$ cat src/rtl/arb_pkg.sv
// Shared types and limits for the arbitrating output-register mux.
// Mode encoding matches the i_mode pin directly.
package arb_pkg;

  typedef enum logic {
    ARB_RR    = 1'b0,
    ARB_FIXED = 1'b1
  } arb_mode_t;

  localparam int ARB_NUM_CH_MIN = 2;
  localparam int ARB_NUM_CH_MAX = 16;

endpackage

$ cat src/rtl/arb_mux_reg_rr_pick.sv
// Combinational round-robin / fixed-priority picker: rotate the request vector to start, encode lowest set bit.
// Zero latency; no handshake, found=0 when nothing requests.
module rr_pick
  import arb_pkg::*;
#(
  parameter int NUM_CH = 4,
  parameter int IDX_W  = $clog2(NUM_CH)
) (
  input  logic [NUM_CH-1:0] req,
  input  logic [IDX_W-1:0]  start,
  input  arb_mode_t         mode,
  output logic [IDX_W-1:0]  winner,
  output logic              found
);

  localparam logic [IDX_W:0] NCH = NUM_CH[IDX_W:0];

  logic [IDX_W-1:0]    base;
  logic [2*NUM_CH-1:0] dbl;
  logic [NUM_CH-1:0]   rot;
  logic [IDX_W-1:0]    off;
  logic [IDX_W:0]      sum;

  always_comb begin
    base  = (mode == ARB_FIXED) ? '0 : start;
    dbl   = {req, req} >> base;
    rot   = dbl[NUM_CH-1:0];
    found = |req;
    off   = '0;
    for (int i = NUM_CH - 1; i >= 0; i--) begin
      if (rot[i]) off = IDX_W'(i);
    end
    // Offset is relative to base; fold back into 0..NUM_CH-1.
    sum = {1'b0, base} + {1'b0, off};
    if (sum >= NCH) sum = sum - NCH;
    winner = sum[IDX_W-1:0];
  end

endmodule

$ cat src/rtl/arb_mux_reg.sv
// N-channel arbitrating mux into a single registered valid/ready output stage.
// 1 cycle accept-to-o_valid; o_ready gated by !o_valid | i_ready, so full rate with ready pass-through.
module arb_mux_reg
  import arb_pkg::*;
#(
  parameter  int DATA_WIDTH = 64,
  parameter  int NUM_CH     = 4,
  localparam int IDX_W      = $clog2(NUM_CH)
) (
  input  logic                         clk,
  input  logic                         arstn,
  input  logic                         i_mode,
  input  logic [NUM_CH-1:0]            i_valid,
  output logic [NUM_CH-1:0]            o_ready,
  input  logic [NUM_CH*DATA_WIDTH-1:0] i_data,
  output logic                         o_valid,
  input  logic                         i_ready,
  output logic [DATA_WIDTH-1:0]        o_data,
  output logic [IDX_W-1:0]             o_grant_idx
);

  if (NUM_CH < ARB_NUM_CH_MIN || NUM_CH > ARB_NUM_CH_MAX) begin : g_bad_num_ch
    $error("arb_mux_reg: NUM_CH out of range");
  end

  arb_mode_t             mode;
  logic [IDX_W-1:0]      ptr;
  logic [IDX_W-1:0]      winner;
  logic                  found;
  logic                  can_accept;
  logic                  accept;
  logic [DATA_WIDTH-1:0] win_data;
  logic [IDX_W-1:0]      ptr_next;

  assign mode = arb_mode_t'(i_mode);

  rr_pick #(
    .NUM_CH (NUM_CH),
    .IDX_W  (IDX_W)
  ) u_pick (
    .req    (i_valid),
    .start  (ptr),
    .mode   (mode),
    .winner (winner),
    .found  (found)
  );

  assign can_accept = !o_valid | i_ready;
  assign accept     = can_accept & found;
  assign ptr_next   = (winner == IDX_W'(NUM_CH - 1)) ? '0 : winner + 1'b1;

  always_comb begin
    o_ready = '0;
    if (accept) o_ready[winner] = 1'b1;
    win_data = i_data[int'(winner)*DATA_WIDTH +: DATA_WIDTH];
  end

  always_ff @(posedge clk or negedge arstn) begin
    if (!arstn) begin
      o_valid     <= 1'b0;
      o_data      <= '0;
      o_grant_idx <= '0;
      ptr         <= '0;
    end else if (accept) begin
      o_valid     <= 1'b1;
      o_data      <= win_data;
      o_grant_idx <= winner;
      if (mode == ARB_RR) ptr <= ptr_next;
    end else if (i_ready) begin
      // Drained with nothing to replace it; data/index hold their last values.
      o_valid <= 1'b0;
    end
  end

endmodule

$ cat config.mk
export PLATFORM = sky130hd
export DESIGN_NAME = arb_mux_reg
export DESIGN_NICKNAME = d
export VERILOG_FILES = /design/src/rtl/arb_pkg.sv /design/src/rtl/arb_mux_reg_rr_pick.sv /design/src/rtl/arb_mux_reg.sv
export SDC_FILE = /design/constraint.sdc
export NUM_CORES = 1
export LEC_CHECK = 0
export ABC_AREA = 1
export CORE_AREA = 2 2 130 132
export CTS_CLUSTER_SIZE = 28
export DETAILED_ROUTE_END_ITERATION = 7
export DIE_AREA = 0 0 132 134
export PLACE_DENSITY = 0.76
export SLEW_MARGIN = 10
export SYNTH_ARGS = -nofsm -noshare
export SYNTH_HDL_FRONTEND = slang
export SYNTH_SLANG_ARGS = --single-unit
$ cat constraint.sdc
create_clock -name clk -period 2.9 [get_ports clk]
set_input_delay 0.58 -clock clk [delete_from_list [all_inputs] [get_ports clk]]
set_output_delay 0.58 -clock clk [all_outputs]
set_load 0.01 [all_outputs]
==> impl_metrics.xml <==
<?xml version="1.0" encoding="UTF-8"?>
<metrics>
  <group name="final_layout">
    <metric name="drive_above_1_share" unit="%">13.4</metric>
    <metric name="finalCoreUtilization" unit="%">58.4</metric>
    <metric name="insertedDiodeCount" unit="">0</metric>
    <metric name="fill_cells" unit="">1560</metric>
    <metric name="area_growth_syn_to_layout" unit="%">75.3</metric>
    <metric name="final_area" unit="µm²">9510</metric>
    <metric name="number_of_nets_in_the_layout" unit="">1454</metric>
    <metric name="number_of_standard_cells_in_the_layout_taps_in_and_fillers_out" unit="">1413</metric>
  </group>
  <group name="timing">
    <metric name="report.final.setup_viol" unit="">25</metric>
    <metric name="tightestPinTransition" unit="ns">0.941</metric>
    <metric name="finClkSkew" unit="ns">0.0126</metric>
    <metric name="final-hold-violation-count" unit="">0</metric>
    <metric name="relSlewSlack" unit="%">37.3</metric>
    <metric name="finalSetupTns" unit="ns">-1.05</metric>
    <metric name="timing.final.ws_setup" unit="ns">-0.210</metric>
    <metric name="setup_repair_after_global_routing_missed_its_margin" unit="">true</metric>
    <metric name="timing.hold.ws" unit="ns">0.384</metric>
    <metric name="final_worst_path_period_share" unit="%">107</metric>
    <metric name="timing.final.max_slew_violations" unit="">0</metric>
    <metric name="timing.fmax" unit="GHz">0.322</metric>
    <metric name="period_needed" unit="ns">3.11</metric>
  </group>
  <group name="synth">
    <metric name="post_synth_instance_area" unit="µm²">5420</metric>
    <metric name="synth-edff-count" unit="">0</metric>
    <metric name="yosys_warnings" unit="">0</metric>
    <metric name="synthAdderAreaFrac" unit="%">0.461</metric>
    <metric name="dominant_combinational_cell_family_by_area_after_synthesis" unit="">simple AND/OR/NAND/NOR gates</metric>
    <metric name="muxShareOfSynthArea" unit="%">0</metric>
    <metric name="synth_largest_area_cell" unit="">sky130_fd_sc_hd__nand2_1</metric>
    <metric name="ys_seq_elements" unit="">69</metric>
    <metric name="synthCells" unit="">860</metric>
    <metric name="ys_top_cells_by_count" unit="">sky130_fd_sc_hd__nand2_1 (476), sky130_fd_sc_hd__nand3_1 (103), sky130_fd_sc_hd__dfrtp_1 (69)</metric>
    <metric name="postSynthAreaPerCell" unit="µm²">6.31</metric>
    <metric name="yosys.area_share.xor_xnor" unit="%">0.161</metric>
    <metric name="yosysTopAreaCellShare" unit="%">32.9</metric>
    <metric name="yosysMostFrequentCell" unit="">sky130_fd_sc_hd__nand2_1</metric>
    <metric name="synthArstFlopShare" unit="%">100</metric>
    <metric name="yosys-top-cells-area" unit="">sky130_fd_sc_hd__nand2_1 (33%), sky130_fd_sc_hd__dfrtp_1 (32%), sky130_fd_sc_hd__nand3_1 (9.5%)</metric>
    <metric name="synthSimpleGateAreaFrac" unit="%">59.1</metric>
    <metric name="synth-compound-area-share" unit="%">0.392</metric>
    <metric name="synth_fp_nets" unit="">1126</metric>
    <metric name="synth.distinct_cells" unit="">24</metric>
    <metric name="synth-seq-area-share" unit="%">31.8</metric>
    <metric name="postSynth.topFlopCell" unit="">sky130_fd_sc_hd__dfrtp_1</metric>
  </group>
  <group name="grt">
    <metric name="antenna_found_initial" unit="">0</metric>
    <metric name="grt-ovfl-total" unit="">0</metric>
    <metric name="grt.total_usage" unit="%">23.8</metric>
    <metric name="global_route_wire_length_before_repair" unit="mm">34.0</metric>
    <metric name="grt_pass1_vias" unit="">6834</metric>
    <metric name="grt_max_degree" unit="">72</metric>
  </group>
  <group name="setup_path">
    <metric name="crit_chain" unit="">buf_4 -&gt; nand3_1 -&gt; nand3_1 -&gt; nand2_2 -&gt; o21bai_4 -&gt; nand2_2 -&gt; inv_2 -&gt; ha_4 -&gt; xor2_2 -&gt; inv_2 -&gt; nand3_4 -&gt; nand2_4 -&gt; ha_4 -&gt; inv_2 -&gt; nor2_2 -&gt; buf_2</metric>
    <metric name="cp-end-kind" unit="">output pin</metric>
    <metric name="timing.critical_path.from_type" unit="">flop</metric>
    <metric name="critPathMaxFanout" unit="">6</metric>
    <metric name="cpMaxStageDelayCell" unit="">sky130_fd_sc_hd__dfrtp_2</metric>
    <metric name="worst_setup_path_type" unit="">reg -&gt; out</metric>
    <metric name="crit_arrival" unit="ns">2.53</metric>
    <metric name="critical_path.max_stage_delay" unit="ns">0.47</metric>
    <metric name="crit_path_frequent_cell" unit="">sky130_fd_sc_hd__inv_2</metric>
    <metric name="critPathRequiredTime" unit="ns">2.32</metric>
  </group>
  <group name="power_and_ir_drop">
    <metric name="post-layout-total-power" unit="mW">8.86</metric>
    <metric name="vdd_drop_max" unit="V">0.00113</metric>
    <metric name="p_leak" unit="nW">4.52</metric>
    <metric name="power.density" unit="nW/µm²">931</metric>
  </group>
  <group name="clocking">
    <metric name="insertion_delay" unit="ns">0.33</metric>
    <metric name="max-clock-path-buffers" unit="">2</metric>
    <metric name="clock_slew_seen_by_the_registers_of_the_worst_setup_and_hold_paths" unit="ns">0.06</metric>
    <metric name="root_buffer" unit="">sky130_fd_sc_hd__clkbuf_16</metric>
    <metric name="htree_levels" unit="">3</metric>
    <metric name="cts_made_buffers" unit="">9</metric>
    <metric name="ctsHoldBuffers" unit="">0</metric>
    <metric name="tritoncts_clock_tree" unit="">built</metric>
    <metric name="tritoncts_num_sinks" unit="">69</metric>
  </group>
  <group name="routing">
    <metric name="detail_route.vias_per_cell" unit="">4.88</metric>
    <metric name="drt_pre_antenna_iters" unit="">5</metric>
    <metric name="first_iter_violations" unit="">381</metric>
    <metric name="wl_per_cell" unit="µm">15.3</metric>
    <metric name="drt_drc_violations_left" unit="">0</metric>
    <metric name="detail_route.wirelength" unit="mm">21.6</metric>
    <metric name="antenna_left" unit="">0</metric>
    <metric name="routed-via-count" unit="">6893</metric>
  </group>
  <group name="placement">
    <metric name="placement.setup.worst_slack" unit="ns">-0.978</metric>
    <metric name="routability_congestion_estimate_from_global_placement" unit="">0.852</metric>
    <metric name="place.detailed.instances" unit="">1375</metric>
    <metric name="postPlaceCellArea" unit="µm²">8940</metric>
    <metric name="dp.final_hpwl" unit="mm">15.0</metric>
    <metric name="io_buffers" unit="">334</metric>
  </group>
  <group name="floorplan">
    <metric name="site_row_count" unit="">47</metric>
    <metric name="ios" unit="">335</metric>
    <metric name="floorplan.initialDensity" unit="%">33.3</metric>
    <metric name="die_width" unit="µm">132</metric>
    <metric name="fp.coreArea" unit="µm²">16300</metric>
    <metric name="fp.dieH" unit="µm">134</metric>
    <metric name="die_area" unit="µm²">17700</metric>
  </group>
  <group name="outcome">
    <metric name="outcome" unit="">complete, but fails checks</metric>
    <metric name="violated_checks" unit="">setup timing</metric>
  </group>
  <group name="hold_path">
    <metric name="hold_path.class" unit="">in -&gt; async</metric>
  </group>
  <group name="flow_run">
    <metric name="max-cap-violations" unit="">0</metric>
  </group>
</metrics>
cell usage in the layout, fill, tap and decap left out, types with 3 or more instances in the layout:
cell	n
sky130_fd_sc_hd__buf_2	3
sky130_fd_sc_hd__nand2_2	10
sky130_fd_sc_hd__inv_2	10
sky130_fd_sc_hd__nor2_1	3
sky130_fd_sc_hd__buf_6	4
sky130_fd_sc_hd__nand2_4	6
sky130_fd_sc_hd__nand3_2	45
sky130_fd_sc_hd__dfrtp_1	68
sky130_fd_sc_hd__nand3_1	97
sky130_fd_sc_hd__clkdlybuf4s50_1	324
sky130_fd_sc_hd__dlygate4sd2_1	4
sky130_fd_sc_hd__nor2_4	3
sky130_fd_sc_hd__buf_4	51
sky130_fd_sc_hd__clkinv_2	3
sky130_fd_sc_hd__nand2_1	466
sky130_fd_sc_hd__clkbuf_16	9
sky130_fd_sc_hd__nand4_1	64
sky130_fd_sc_hd__inv_1	4
power by group:
part           switching (mW)  total, mW  internal [mW]
logic                    3.56       6.13           2.57
clock network           0.417       1.04          0.621
registers               0.259       1.69           1.43
total                    4.24       8.86           4.61
layout make-up:
class                           count  area, µm²  area share (%)
Multi-Input combinational cell    705       3420            36.0
Inverter                           16       65.1           0.684
Sequential cell                    69       1730            18.2
Timing Repair Buffer              387       3740            39.3
Clock inverter                      4       22.5           0.237
Tap cell                          220        275            2.89
Clock buffer                       12        256            2.70
path summary, 6_finish.rpt:
path	startpoint	end	slack, ns	depth (start not counted)
setup / recovery	ptr[0]	o_ready[3]	-0.21	16
hold / removal	arstn	o_valid	0.38	1
setup reg to reg	ptr[0]	o_data[23]	-0.08	15
hold reg to reg	o_grant_idx[0]	o_grant_idx[0]	0.48	2
max in group asynchronous	arstn	ptr[0]	1.89	1
min in group clk	o_grant_idx[0]	o_grant_idx[0]	0.48	2
per-layer routing:
layer	part of all wire [%]	up-vias	global-route usage, %
met5	0	-	0
met3	7.1	52	5.90
li1	-	3455	-
met1	40	3110	27.5
met2	50	276	41.8
met4	3.6	0	10.5
worst max-delay path, delay by kind of cell, from the launching register on:
family / cells / cell delay (ns)
and+or+nand+nor: 7 / 0.70
xor gates and xnor gates: 1 / 0.18
adders and majority gates: 2 / 0.29
DFF: 1 / 0.47
buffers and inverters: 5 / 0.46
AOI/OAI and AO/OA: 1 / 0.08
cells by family (layout without fill, tap and decap cells):
| logic type | count (synthesis) | in the layout |
|---|---|---|
| flip-flops | 69 | 69 |
| AO/OA/AOI/OAI | 3 | 3 |
| adder cells (fa/ha/maj) | 2 | 2 |
| XOR/XNOR | 1 | 1 |
| AND/OR/NAND/NOR | 699 | 699 |
| buffers and inverters | 86 | 419 |
timing repair:
action                     4_1_cts  5_1_grt
buffers inserted                20        5
setup endpoints to repair       68       68
pin swaps                       19       17
resized for setup               41       28
sequential cells by signal, indices dropped and copies added, names as in the netlist:
register and count:
o_data 64, o_grant_idx 2, o_valid 1, ptr 2
Note: power is estimated with default switching activity, not from simulation.
